File: src/rtl/mole_field.sv
// Nine-hole whack-a-mole field: LFSR-driven spawning, per-hole lifetime/cooldown timers,
// and keyboard hit resolution producing the hole map and event pulses.
module mole_field #(
    parameter int unsigned SPAWN_PERIOD = 50_000_000,
    parameter int unsigned MOLE_LIFE    = 75_000_000,
    parameter int unsigned COOLDOWN     = 10_000_000,
    parameter int unsigned MAX_ACTIVE   = 3,
    parameter logic [15:0] LFSR_SEED    = 16'hACE1
) (
    input  logic       clk,
    input  logic       rst,
    input  logic       en,
    input  logic       clear,
    input  logic [3:0] one_pulse_pos,
    output logic [8:0] map,
    output logic [3:0] active_cnt,
    output logic       whack,
    output logic       escape,
    output logic       miss_key
);

    localparam int unsigned TMAX = (MOLE_LIFE > COOLDOWN) ? MOLE_LIFE : COOLDOWN;
    localparam int unsigned TW   = (TMAX > 2) ? $clog2(TMAX) : 1;
    localparam int unsigned SW   = (SPAWN_PERIOD > 2) ? $clog2(SPAWN_PERIOD) : 1;

    localparam logic [TW-1:0] LIFE_LOAD  = TW'(MOLE_LIFE - 1);
    localparam logic [TW-1:0] COOL_LOAD  = TW'(COOLDOWN - 1);
    localparam logic [SW-1:0] SPAWN_LAST = SW'(SPAWN_PERIOD - 1);
    localparam logic [3:0]    MAX_CNT    = 4'(MAX_ACTIVE);

    typedef enum logic [1:0] {StEmpty, StUp, StCool} hole_state_e;

    hole_state_e   state_q [9];
    hole_state_e   state_d [9];
    logic [TW-1:0] timer_q [9];
    logic [TW-1:0] timer_d [9];
    logic [SW-1:0] spawn_cnt_q, spawn_cnt_d;
    logic [15:0]   lfsr_q, lfsr_d;
    logic [8:0]    map_q, map_d;
    logic [3:0]    active_cnt_q, active_cnt_d;
    logic          whack_q, whack_d;
    logic          escape_q, escape_d;
    logic          miss_key_q, miss_key_d;

    logic       tick;
    logic [3:0] spawn_idx;
    logic       key_valid;
    logic [8:0] key_hole;

    always_comb begin
        lfsr_d    = {lfsr_q[0] ^ lfsr_q[2] ^ lfsr_q[3] ^ lfsr_q[5], lfsr_q[15:1]};
        spawn_idx = (lfsr_q[3:0] >= 4'd9) ? lfsr_q[3:0] - 4'd9 : lfsr_q[3:0];
        tick      = en && (spawn_cnt_q == SPAWN_LAST);
        key_valid = en && (one_pulse_pos >= 4'd1) && (one_pulse_pos <= 4'd9);
        key_hole  = key_valid ? (9'd1 << (one_pulse_pos - 4'd1)) : 9'd0;
    end

    always_comb begin
        spawn_cnt_d  = spawn_cnt_q;
        whack_d      = 1'b0;
        escape_d     = 1'b0;
        miss_key_d   = 1'b0;
        map_d        = '0;
        active_cnt_d = '0;
        for (int i = 0; i < 9; i++) begin
            state_d[i] = state_q[i];
            timer_d[i] = timer_q[i];
        end

        if (clear) begin
            spawn_cnt_d = '0;
            for (int i = 0; i < 9; i++) begin
                state_d[i] = StEmpty;
                timer_d[i] = '0;
            end
        end else if (en) begin
            spawn_cnt_d = tick ? '0 : spawn_cnt_q + SW'(1);
            // map_q mirrors state_q == StUp, so it doubles as the "hole is up" vector.
            whack_d     = |(key_hole & map_q);
            miss_key_d  = key_valid && !(|(key_hole & map_q));
            for (int i = 0; i < 9; i++) begin
                unique case (state_q[i])
                    StEmpty: begin
                        if (tick && (spawn_idx == 4'(i)) && (active_cnt_q < MAX_CNT)) begin
                            state_d[i] = StUp;
                            timer_d[i] = LIFE_LOAD;
                        end
                    end
                    StUp: begin
                        // A hit on the expiring cycle wins over the timeout.
                        if (key_hole[i] || (timer_q[i] == '0)) begin
                            state_d[i] = StCool;
                            timer_d[i] = COOL_LOAD;
                            if (!key_hole[i]) begin
                                escape_d = 1'b1;
                            end
                        end else begin
                            timer_d[i] = timer_q[i] - TW'(1);
                        end
                    end
                    StCool: begin
                        if (timer_q[i] == '0) begin
                            state_d[i] = StEmpty;
                        end else begin
                            timer_d[i] = timer_q[i] - TW'(1);
                        end
                    end
                    default: begin
                        state_d[i] = StEmpty;
                        timer_d[i] = '0;
                    end
                endcase
            end
        end

        for (int i = 0; i < 9; i++) begin
            map_d[i]     = (state_d[i] == StUp);
            active_cnt_d = active_cnt_d + {3'b000, map_d[i]};
        end
    end

    always_ff @(posedge clk or posedge rst) begin
        if (rst) begin
            lfsr_q       <= LFSR_SEED;
            spawn_cnt_q  <= '0;
            map_q        <= '0;
            active_cnt_q <= '0;
            whack_q      <= 1'b0;
            escape_q     <= 1'b0;
            miss_key_q   <= 1'b0;
            for (int i = 0; i < 9; i++) begin
                state_q[i] <= StEmpty;
                timer_q[i] <= '0;
            end
        end else begin
            lfsr_q       <= lfsr_d;
            spawn_cnt_q  <= spawn_cnt_d;
            map_q        <= map_d;
            active_cnt_q <= active_cnt_d;
            whack_q      <= whack_d;
            escape_q     <= escape_d;
            miss_key_q   <= miss_key_d;
            for (int i = 0; i < 9; i++) begin
                state_q[i] <= state_d[i];
                timer_q[i] <= timer_d[i];
            end
        end
    end

    assign map        = map_q;
    assign active_cnt = active_cnt_q;
    assign whack      = whack_q;
    assign escape     = escape_q;
    assign miss_key   = miss_key_q;

endmodule

File: config.mk
export PLATFORM = sky130hd
export DESIGN_NAME = mole_field
export DESIGN_NICKNAME = d
export VERILOG_FILES = /design/src/rtl/mole_field.sv
export SDC_FILE = /design/constraint.sdc
export NUM_CORES = 1
export LEC_CHECK = 0
export ABC_CLOCK_PERIOD_IN_PS = 11280
export CAP_MARGIN = 20
export CORE_ASPECT_RATIO = 1.4
export CORE_UTILIZATION = 55
export CTS_CLUSTER_SIZE = 28
export DETAILED_ROUTE_END_ITERATION = 16
export GPL_ROUTABILITY_DRIVEN = 1
export HOLD_SLACK_MARGIN = 0.02
export PLACE_DENSITY = 0.71
export SKIP_CTS_REPAIR_TIMING = 1
export SYNTH_ARGS = -nofsm -noshare
export SYNTH_HDL_FRONTEND = slang
export SYNTH_SLANG_ARGS = --single-unit
File: constraint.sdc
create_clock -name clk -period 11.28 [get_ports clk]
set_clock_uncertainty 0.2 [all_clocks]
set_input_delay 2.256 -clock clk [delete_from_list [all_inputs] [get_ports clk]]
set_output_delay 2.256 -clock clk [all_outputs]
set_load 0.1 [all_outputs]
==> results.md, run 1 <==
- The run finished with clean final reports.
- The max-capacitance violation count is 0.
- For this design the ratio of total power to cell area is 117 nW/µm².
- The design internal power is 1.92 mW.
- The slowest cell on the critical path is sky130_fd_sc_hd__clkdlybuf4s50_1.
- Counting tap cells, the placed design contains a total of 2803 instances.
- The root buffer cell chosen for the clock tree is sky130_fd_sc_hd__clkbuf_16.
- The congestion estimate from routability-driven global placement came to 0.950.
- The standby leakage power is 9.62 nW.
- The initial antenna violation count came to 0.
- The post-layout minimum cycle time is 7540 ps.
- The achievable clock frequency is 133 MHz.
- Setup repair after global routing left no endpoint under its margin.
- In this run the remaining antenna-violating nets after routing total 0.
- The launching element of the worst setup path is one_pulse_pos[0].
- The core region is 35700 µm².
- The overall track demand over capacity in global routing is 30.6%.
- Clock tree synthesis found a total of 319 sinks.
- Summed over all failing endpoints, the final setup total negative slack is 0 ps.
- For the worst setup path, the data required time is 11480 ps.
- The number of synthesized register bits is 319.
- The maximum net fanout on the critical path is 8.
- The part of the cycle the worst path needs is 66.8%.
- The endpoint identified for the worst register-to-register timing path is active_cnt[2].
- The number of antenna diodes in the final layout is 0.
- The sort of element at the start of the critical path is an input port.
- The synthesized netlist contains 106 unique library cells.
- The horizontal die dimension is 163 µm.
- The net load switching power is 600 µW.
- The end point of the worst hold path is lfsr_q[7].
- The final-report setup violation count is 0.
- The largest incremental delay on the critical path is 650 ps.
- The clock network burns 48.3% of the power.
- The final standard cell utilization of the core is 60.3%.
- The first global-routing pass estimated 91.8 mm of wire.
- For the worst-skew pair, the clock arrives at the later sink with an insertion delay of 530 ps.
- Counting the buffers created by CTS gives 36.
- The full die area is 36900 µm².
- Entering global routing, the biggest net connects 161 pins.
- Sequential cells burn 45.9% of the power.
- The number of input and output port buffers inserted is 23.
- The average footprint of a synthesized cell is 8.23 µm².
- Counting instances, the worst hold path has a depth of 0.
- The sum of buffers and inverters on the critical path is 5.
- The chip height is 227 µm.
- The library cell appearing most often on the critical path is sky130_fd_sc_hd__fa_1.
- Setup slack on the worst reg-to-reg path comes out at 5260 ps.
- For this run the aggregate overflow at the end of global routing stands at 0.
- The number of vias after detailed routing is 19000.
- Across the VDD grid, the largest voltage drop is 125 µV.
- The net count of the mapped netlist is 2449.
- The transition time of the tightest slew-check pin is 1120 ps.
- Counting flops with a built-in enable in the synthesized netlist gives 0.
- Walking the worst path, the cells encountered are clkdlybuf4s50_1 > nor2_1 > ha_1 > nand3_1 > nor3_1 > a21oi_1 > nor2_1 > a32oi_1 > nor2_1 > nor3_1 > fa_1 > inv_1 > fa_1 > inv_1 > fa_1 > inv_1 > fa_1 > inv_1 > fa_1.
- The number of global-route vias before repair came to 18100.
- No sink is reached through more buffers than the 3 on the longest clock path.
- The kind of cell with the highest combined delay along the critical path is adder cells.
- Once the floorplan was initialized, standard cells occupied 55.6% of the core.
- The fraction of power spent switching nets is 23.8%.
- Hold is met by 147 ps.
- The clock-pin slew reported for the worst setup and hold paths after clock tree synthesis is 60 ps.
- The first-pass iteration count of the detailed router is 6.
- The post-route netlist has 6.58% of its cells at a drive strength greater than 1.
- The growth of design area from synthesis to finish is 8.53%.
- The worst reg2reg path depth is 18.
- The type of element capturing the critical path is a flop.
- The synthesized netlist occupies a cell area of 19900 µm².
- The worst-case headroom to the max-slew limit is 25.2%.
- The number of max-slew violations in the final report is 0.
- The number of top-level pins is 24.
- The clock tree from TritonCTS is built.
- Data on the critical path arrives at its endpoint at 7740 ps.
- The total design power is 2.52 mW.
- In the final routed layout, each cell accounts on average for 19.6 µm.
- During synthesis, Yosys emitted a total of 0 warnings.
- The setup path with the least slack is of type in -> reg.
- The CTS H-tree depth is 2.
- The detailed placement HPWL is 39.5 mm.
- Of all flip-flops after synthesis, the portion carrying an async set or reset was 100%.
- The number of DRC violations after detailed routing is 0.
- In this run the most critical hold path is launched from lfsr_q[8].
- The fraction of power consumed by combinational cells is 5.8%.
- The vias per cell is 6.62.
- The number of failing hold endpoints at the final stage came to 0.
- After the last flow step, the layout net total stands at 2418.
- The path class of the tightest hold or removal check is reg -> reg.
- The floorplan has 82 rows.
- The number of DRC markers in iteration 0 is 1550.
- The sequential area share after synthesis is 40.3%.
- For this block, the routed nets add up to 56.3 mm of wire.
- The critical register-to-register path startpoint is timer_q[189].
- Among all flip-flop cells after synthesis, the most frequent one is sky130_fd_sc_hd__dfrtp_1.
- The final non-filler cell total is 2865.
- Synthesis handed over a netlist of 2412 instances.
==> stage by stage <==
stage	instance area (µm²)	setup slack, ps
finish	21500	3740
detailed placement	20300	3250
global route	21500	3460
floorplan	19900	9.32
CTS	21500	3800
global placement	20300	3490
==> power by group through the flow <==
stage	combinational [mW]	clock, mW	sequential (mW)
after floorplan	0.103	0	1.18
after global placement	0.144	0	1.18
after detailed placement	0.146	0	1.18
after CTS	0.146	1.24	1.16
after global routing	0.162	1.29	1.16
final	0.147	1.22	1.16
==> routing by layer <==
metal,vias to the layer above,GRT usage [%],share of wire (%)
met2,676,54.8,51
li1,8890,-,-
met1,9244,36.1,40
met4,0,13.2,3.6
met3,167,4.61,5.8
met5,-,0,0
==> cell families (layout without fill, tap and decap cells) <==
logic type / Yosys count / in the layout / synth area share, %
buffers and inverters: 193 / 184 / 3.92
AO/OA/AOI/OAI: 767 / 767 / 24.8
XOR/XNOR: 34 / 34 / 1.50
adder cells (fa/ha/maj): 29 / 29 / 2.02
flip-flops: 319 / 319 / 40.3
multiplexers: 3 / 3 / 0.214
AND/OR/NAND/NOR: 1067 / 1067 / 27.3
==> worst max-delay path by stage <==
stage,endpoint,depth (start not counted)
after global routing,active_cnt[1],19
after global placement,active_cnt[1],19
after detailed placement,active_cnt[1],19
after CTS,active_cnt[1],19
after floorplan,active_cnt[0],1
final,active_cnt[1],19
==> cell usage in the layout (no fill, tap or decap), drive strengths merged, types with 20 or more instances in the layout <==
cell type,n
dfrtp,311
o21ai,288
nor2,270
nand2,252
a21oi,163
nor3,126
nor4,83
inv,82
nand3,76
clkbuf,50
or3,39
a31oi,37
o31ai,36
nand2b,33
nand4,32
or4,26
o22ai,24
ha,24
or2,22
o2bb2ai,21
a21o,21
clkdlybuf4s50,21
buf,21
and2,21
nor2b,20
o211ai,20
==> state kept, by name, summed over array words and instances, names as in the netlist <==
name / flops
timer_q: 243
state_q: 18
whack: 1
spawn_cnt_q: 26
map: 9
miss_key: 1
lfsr_q: 16
active_cnt: 4
escape: 1
==> cell usage after synthesis, drive strengths merged (8+ instances only) <==
library cell | count | share of area, %
nor4b | 10 | 0.47
o31ai | 36 | 1.4
a31oi | 37 | 1.2
o32ai | 10 | 0.44
o2bb2ai | 21 | 0.93
and4 | 11 | 0.49
or4 | 26 | 1.0
buf | 32 | 0.86
o22ai | 24 | 0.76
clkbuf | 79 | 1.5
nand4 | 32 | 1.0
a21o | 21 | 0.79
nor3 | 126 | 3.3
nand3 | 76 | 2.0
nand2b | 33 | 1.0
or3 | 39 | 1.3
a22o | 8 | 0.35
nor2 | 270 | 5.1
o31a | 12 | 0.53
dfrtp | 311 | 39
o21ai | 288 | 7.3
a21oi | 163 | 4.3
xor2 | 16 | 0.71
and3 | 15 | 0.47
and2 | 21 | 0.66
inv | 82 | 1.6
xnor2 | 18 | 0.79
a211oi | 16 | 0.61
nor3b | 13 | 0.52
o311ai | 13 | 0.74
o211ai | 20 | 0.83
or2 | 22 | 0.69
nor4 | 83 | 3.0
o41ai | 10 | 0.48
nand2 | 252 | 4.8
nor2b | 20 | 0.63
a32oi | 8 | 0.35
dfstp | 8 | 1.1
ha | 24 | 1.5
==> worst register-to-register path, stage by stage, from the launching register on <==
cell and delay [ps]:
sky130_fd_sc_hd__dfrtp_1 420, sky130_fd_sc_hd__inv_1 140, sky130_fd_sc_hd__ha_1 220, sky130_fd_sc_hd__nor4b_2 570
sky130_fd_sc_hd__nand3_1 320, sky130_fd_sc_hd__nor4_1 700, sky130_fd_sc_hd__o21ai_0 180, sky130_fd_sc_hd__a32oi_1 220
sky130_fd_sc_hd__nor4b_1 510, sky130_fd_sc_hd__fa_1 510, sky130_fd_sc_hd__inv_1 80, sky130_fd_sc_hd__fa_1 400
sky130_fd_sc_hd__inv_1 80, sky130_fd_sc_hd__fa_1 410, sky130_fd_sc_hd__inv_1 90, sky130_fd_sc_hd__fa_1 180
sky130_fd_sc_hd__inv_1 70, sky130_fd_sc_hd__fa_1 430, sky130_fd_sc_hd__xor2_1 170
==> area by class of cell <==
type,instances,area [µm²]
Sequential cell,319,7990
Clock inverter,10,150
Clock buffer,50,1040
Multi-Input combinational cell,1900,11100
Timing Repair Buffer,42,378
Fill cell,3192,14200
Tap cell,462,578
Inverter,82,315
Note: power is estimated with default switching activity, not from simulation.
==> inputs of run 2 (changes only) <==
Settings changed: ABC_CLOCK_PERIOD_IN_PS 11280 to 6200.
Clock period 11.28 ns to 6.2 ns, I/O delays scaled along.
==> run 2 against run 1 <==
Via count down 0.38%. Final area up 0.73%. Cell count up 0.77%. Hold slack better by 4.6 ps. Utilization up 0.44 points. Critical path type is now reg -> reg. Count of clock-buffer cells in the layout up 5. Sequential power up 82%. Critical endpoint is now active_cnt[2].
==> results.md, run 2 (synthesis results as in run 1) <==
- The flow ran to the end, and the final reports show no timing, DRC or antenna violations.
- Dividing total power by cell area gives a power density of 210 nW/µm².
- The achievable clock frequency is 181 MHz.
- The overall track demand over capacity in global routing is 30.5%.
- In this run, the number of DRC markers left after iteration 0 of detailed routing was 1829.
- Walking the worst path, the cells encountered are nor4_1 > nand3_1 > nor4_1 > o21ai_0 > a32oi_1 > nor4b_1 > fa_1 > inv_1 > fa_1 > inv_1 > fa_1 > inv_1 > fa_1 > inv_1 > fa_1 > xor2_1.
- The slowest cell on the critical path is sky130_fd_sc_hd__nor4_1.
- The remaining global-route overflow is 0.
- The largest incremental delay on the critical path is 680 ps.
- In this run the remaining antenna-violating nets after routing total 0.
- In the final layout, the multi-input gates occupy 11100 µm².
- The post-layout minimum cycle time is 5540 ps.
- The initial utilization of the core area, before any placement, comes to 55.6%.
- Detailed placement ended at an HPWL of 39.7 mm.
- The required time at the worst-slack endpoint is 6400 ps.
- After floorplanning, the core was divided into 82 placement rows.
- The transition time of the tightest slew-check pin is 1030 ps.
- The worst setup path category is reg -> reg.
- The full die area is 36900 µm².
- The layout has 3184 filler cells.
- The worst-case headroom to the max-slew limit is 30.8%.
- The repair_antennas step left the layout with diodes totalling 0.
- TritonCTS built the clock tree.
- The worst setup path is launched from a flop.
- For this design, the sink count on the clock tree is 319.
- Of the available clock period, the critical path in the final layout requires 89.4%.
- By instance count, the cell type seen most on the critical path is sky130_fd_sc_hd__fa_1.
- The maximum root-to-sink buffer count is 3.
- The cell sitting at the root of the clock tree is a sky130_fd_sc_hd__clkbuf_16.
- The wire length after detailed routing is 55.8 mm.
- More flip-flops sit in one register than any other, and that register is timer_q.
- Across all setup checks in the final design, the least slack found is 660 ps.
- The horizontal die dimension is 163 µm.
- The final-report setup violation count is 0.
- The worst-case IR drop observed on VDD is 258 µV.
- The number of buffers created by CTS is 35.
- The first-pass iteration count of the detailed router is 5.
- In the final timing run, aggregate negative setup slack is 0 ps.
- The later pin in the worst-skew pair is clocked with a latency of 540 ps.
- The number of max-slew violations in the final report was 0.
- After detailed routing, the number of vias per cell comes to 6.55.
- Entering global routing, the biggest net connects 116 pins.
- The design draws 4.55 mW.
- The first global-routing pass estimated 91.4 mm of wire.
- The number of failing hold endpoints at the final stage is 0.
- For this design the top-level I/O count stands at 24.
- The largest registers in the layout are timer_q x243, spawn_cnt_q x26, state_q x18.
- The growth of design area from synthesis to finish is 9.32%.
- For this design the static power due to leakage is 9.72 nW.
- The register with the most flip-flops in the layout has 243 of them.
- The initial antenna violation count is 0.
- The per-cell routed wire length is 19.3 µm.
- The final layout net count is 2438.
- The maximum net fanout on the critical path is 6.
- The number of global-route vias before repair came to 18200.
- From bottom edge to top edge, the die measures 227 µm.
- The tightest min-delay check is of the reg -> reg type.
- STA classifies the critical path endpoint as a flop.
- The max-capacitance violation count is 0.
- Leaving out fill and tap cells, the most frequent cell in the layout is sky130_fd_sc_hd__dfrtp_1.
- Before CTS, the worst setup slack after placement is 198 ps.
- After clock tree synthesis, the clock-pin slew on the worst setup and hold paths is 60 ps.
- The detailed router placed 18900 vias in this run.
- During placement, the flow inserted port buffers numbering 23.
- The endpoint arrival time on the critical path is 5740 ps.
- Registers take 7990 µm².
- In this run the number of H-tree levels came out at 2.
- Cells fill 60.8% of the core in the end.
- The placeable core region is 35700 µm².
- The number of DRC violations after detailed routing is 0.
- Setup repair after global routing left no endpoint under its margin.
- The top cell types in the final layout, fill and taps aside, are 311 x sky130_fd_sc_hd__dfrtp_1, 272 x sky130_fd_sc_hd__o21ai_0, 266 x sky130_fd_sc_hd__nor2_1.
- The global placement routability congestion is 0.936.
- Cells with a size suffix above 1 make up 7.42% of the layout.
-- run 2: cell types whose count changed in the layout (fill, tap and decap cells not counted), sizes merged --
| cell | change |
|---|---|
| buf | +21 |
| inv | -1 |
| clkbuf | +5 |
| bufinv | -2 |
| clkinvlp | +1 |
| clkinv | -2 |
-- run 2: per-layer routing --
layer	track usage [%]	up-vias	part of all wire, %
met5	0	-	0
met4	13.5	0	3.9
met3	3.68	161	5.2
met2	53.8	655	50
met1	37.1	9165	41
li1	-	8924	-
-- run 2: where the power goes --
part / internal, mW / switching [mW]
registers: 2.09 / 0.0137
logic: 0.0733 / 0.198
clock network: 1.30 / 0.872
-- run 2: stage by stage --
stage / cells / area, µm² / hold WS [ps]
6_report: 2887 / 21700 / 151
4_1_cts: 2885 / 21700 / 155
5_1_grt: 2887 / 21700 / 160
3_5_place_dp: 2824 / 20500 / 139
2_1_floorplan: 2412 / 19900 / 131
3_3_place_gp: 2823 / 20500 / 133
-- run 2: path summary, 6_finish.rpt --
check / start / endpoint / slack, ps / cells after the start
worst max-delay path: timer_q[197] / active_cnt[2] / 660 / 16
worst min-delay path: lfsr_q[7] / lfsr_q[6] / 150 / 0
worst max register to register: timer_q[197] / active_cnt[2] / 660 / 16
worst min register to register: lfsr_q[7] / lfsr_q[6] / 150 / 0
max in group asynchronous: rst / timer_q[29] / 3620 / 3
min in group asynchronous: rst / timer_q[110] / 1000 / 2
-- run 2: layout make-up --
| cell class | count | area share, % |
|---|---|---|
| inverter | 82 | 1.44 |
| clock inverter | 6 | 0.369 |
| timing repair buffer | 63 | 2.52 |
| clock buffer | 55 | 5.08 |
| multi-input combinational | 1900 | 51.1 |
| sequential | 319 | 36.8 |
| tap | 462 | 2.66 |
-- run 2: critical path, delay by kind of cell (launching register included) --
family,cells,cell delay (ps)
compound gates,2,340
flops,1,440
xor+xnor,1,170
buf+inv,4,300
simple gates,4,2070
fa+ha+maj,5,1890
==> inputs of run 3 (changes only) <==
Settings changed: DONT_BUFFER_PORTS set to 1, PLACE_DENSITY 0.71 to 0.7.
==> run 3 against run 2 <==
Utilization is 0.68 points lower. Critical path type unchanged. Maximum frequency is 2.4% lower. Largest cell class unchanged. Worst setup slack worse by 140 ps. Routed wire length is 1.9% higher. Final area is 1.1% lower. Register-to-register slack worse by 140 ps. Global-route usage is 0.52 points higher. Critical path depth is 2 higher. Flip-flop and latch count stayed put.
==> results.md, run 3 (synthesis results as in run 1) <==
- The flow ran to the end, and the final reports show no timing, DRC or antenna violations.
- For the pin with the worst max-slew slack, the measured transition is 1060 ps.
- In this run the standard cell core region covers 35700 µm².
- The cell count of the worst hold path is 0.
- The clock latency reported for the late side of the worst-skew pair is 540 ps.
- Of the available clock period, the critical path in the final layout requires 91.5%.
- The number of input and output port buffers inserted is 0.
- Once the floorplan was initialized, standard cells occupied 55.6% of the core.
- TritonCTS built the clock tree.
- The leading cell type in the layout, fill and taps excluded is sky130_fd_sc_hd__dfrtp_1.
- The growth of design area from synthesis to finish is 8.09%.
- The initial antenna violation count is 1.
- 24 I/O pins were placed.
- After legalization and detailed placement, the total HPWL measured 39.3 mm.
- In this run the number of H-tree levels came out at 2.
- After layout, the worst setup slack is 524 ps.
- The critical path goes through inv_1 > ha_1 > nor4b_2 > nand3_1 > nor4_1 > o21ai_0 > a32oi_1 > nor4b_1 > fa_1 > inv_1 > fa_1 > inv_1 > fa_1 > inv_1 > fa_1 > inv_1 > fa_1 > xor2_1.
- The number of global-route vias before repair is 18600.
- The diode insertion count for antenna repair is 0.
- The overall track demand over capacity in global routing is 31.0%.
- For this block, the routed nets add up to 56.9 mm of wire.
- The per-cell routed wire length is 19.9 µm.
- The vias per cell is 6.63.
- The analysis attributes to cell leakage a power of 9.62 nW.
- The floorplan step defined a die boundary enclosing 36900 µm².
- The global placement routability congestion is 0.939.
- The number of buffers created by CTS is 35.
- The global-route wire length before repair is 93.0 mm.
- The type of element capturing the critical path is a flop.
- Based on the critical path, the design can be clocked at up to 176 MHz.
- The clock-pin slew reported for the worst setup and hold paths after clock tree synthesis is 70 ps.
- Setup violations remaining at the end of the flow were counted as 0.
- The post-route netlist has 7.27% of its cells at a drive strength greater than 1.
- Measured in cells, the most critical reg-to-reg path has a length of 18.
- The worst setup path category is reg -> reg.
- Power spread over the standard cell area amounts to 215 nW/µm².
- The first routing iteration left 1485 violations.
- Entering global routing, the biggest net connects 155 pins.
- Across the VDD grid, the largest voltage drop is 301 µV.
- The horizontal die dimension is 163 µm.
- The worst register-to-register path ends at active_cnt[2].
- Setup repair after global routing left no endpoint under its margin.
- The final-layout setup total negative slack is 0 ps.
- The detail route stage leaves a number of antenna-violating nets equal to 0.
- The root buffer cell is sky130_fd_sc_hd__clkbuf_16.
- The max-capacitance violation count is 0.
- The slowest cell on the critical path is sky130_fd_sc_hd__nor4_1.
- After the last flow step, the layout net total stands at 2406.
- The maximum root-to-sink buffer count is 3.
- The worst-case headroom to the max-slew limit is 29.2%.
- In the final layout, the registers with the most flip-flops are timer_q x243, spawn_cnt_q x26, state_q x18.
- The number of vias after detailed routing is 18900.
- STA classifies the critical path startpoint as a flop.
- In this run the critical register-to-register path is launched from timer_q[189].
- Global routing finished with a remaining overflow of 0.
- The post-layout minimum cycle time is 5680 ps.
- The classification of the worst-slack hold path is reg -> reg.
- The chip height is 227 µm.
- The worst hold path terminates at lfsr_q[10].
- The largest incremental delay on the critical path is 560 ps.
- The pre-CTS setup slack is 574 ps.
- The register with the most flip-flops in the layout has 243 of them.
- The number of max-slew violations in the final report is 0.
- The first-pass iteration count of the detailed router is 7.
- The final standard cell utilization of the core is 60.1%.
- The number of DRC violations after detailed routing is 0.
- The endpoint arrival time on the critical path is 5900 ps.
- The clock net in this run drives a total of 319 sinks.
- The minimum setup slack among reg-to-reg paths is 520 ps.
- The top cell types in the final layout, fill and taps aside, are 311 x sky130_fd_sc_hd__dfrtp_1, 272 x sky130_fd_sc_hd__o21ai_0, 266 x sky130_fd_sc_hd__nor2_1.
- The required time at the worst-slack endpoint is 6420 ps.
- More flip-flops sit in one register than any other, and that register is timer_q.
- The initialized floorplan defines 82 standard-cell rows.
- The maximum net fanout on the critical path is 6.
- The number of failing hold endpoints at the final stage is 0.
- The worst min-delay path startpoint is lfsr_q[11].
==> run 3: worst max path at each step <==
stage	start	to
6_report	timer_q[189]	active_cnt[2]
5_1_grt	timer_q[189]	active_cnt[2]
4_1_cts	timer_q[189]	active_cnt[2]
3_5_place_dp	en	active_cnt[2]
3_3_place_gp	en	active_cnt[2]
2_1_floorplan	one_pulse_pos[0]	active_cnt[1]
==> run 3: report_power, final <==
| part | internal (mW) | total (mW) | leakage [nW] | switching (mW) |
|---|---|---|---|---|
| logic | 0.0651 | 0.242 | 4.60 | 0.176 |
| registers | 2.09 | 2.11 | 4.41 | 0.0164 |
| clock network | 1.37 | 2.26 | 0.614 | 0.883 |
| total | 3.53 | 4.61 | 9.62 | 1.08 |
==> run 3: metrics by stage <==
step	power, mW	hold WS [ps]	area, µm²	std cells
6_report	4.61	156	21500	2854
4_1_cts	4.64	161	21400	2850
3_5_place_dp	2.39	143	20200	2790
3_3_place_gp	2.38	140	20200	2790
5_1_grt	4.75	160	21500	2854
2_1_floorplan	2.33	131	19900	2412
==> run 3: layout make-up <==
cell class,instances,area (µm²)
fill,3147,14200
multi-input combinational,1900,11100
sequential,319,7990
clock buffer,45,1030
tap,462,578
inverter,82,312
timing repair buffer,31,255
clock inverter,15,206
==> run 3: critical path, delay by kind of cell, from the launching register on <==
kind	cells	cell delay, ps
XOR/XNOR	1	170
AND/OR/NAND/NOR	4	1860
buffers and inverters	5	440
AO/OA/AOI/OAI	2	360
flip-flops	1	420
adder cells (fa/ha/maj)	6	2120
==> run 3: metal layers <==
metal  up-vias  routed length [µm]  GRT usage (%)
li1       8860                   -              -
met1      9181               22400           35.7
met2       668               28600           55.3
met3       199                3310           5.14
met4         2                2490           15.2
met5         -                  13              0
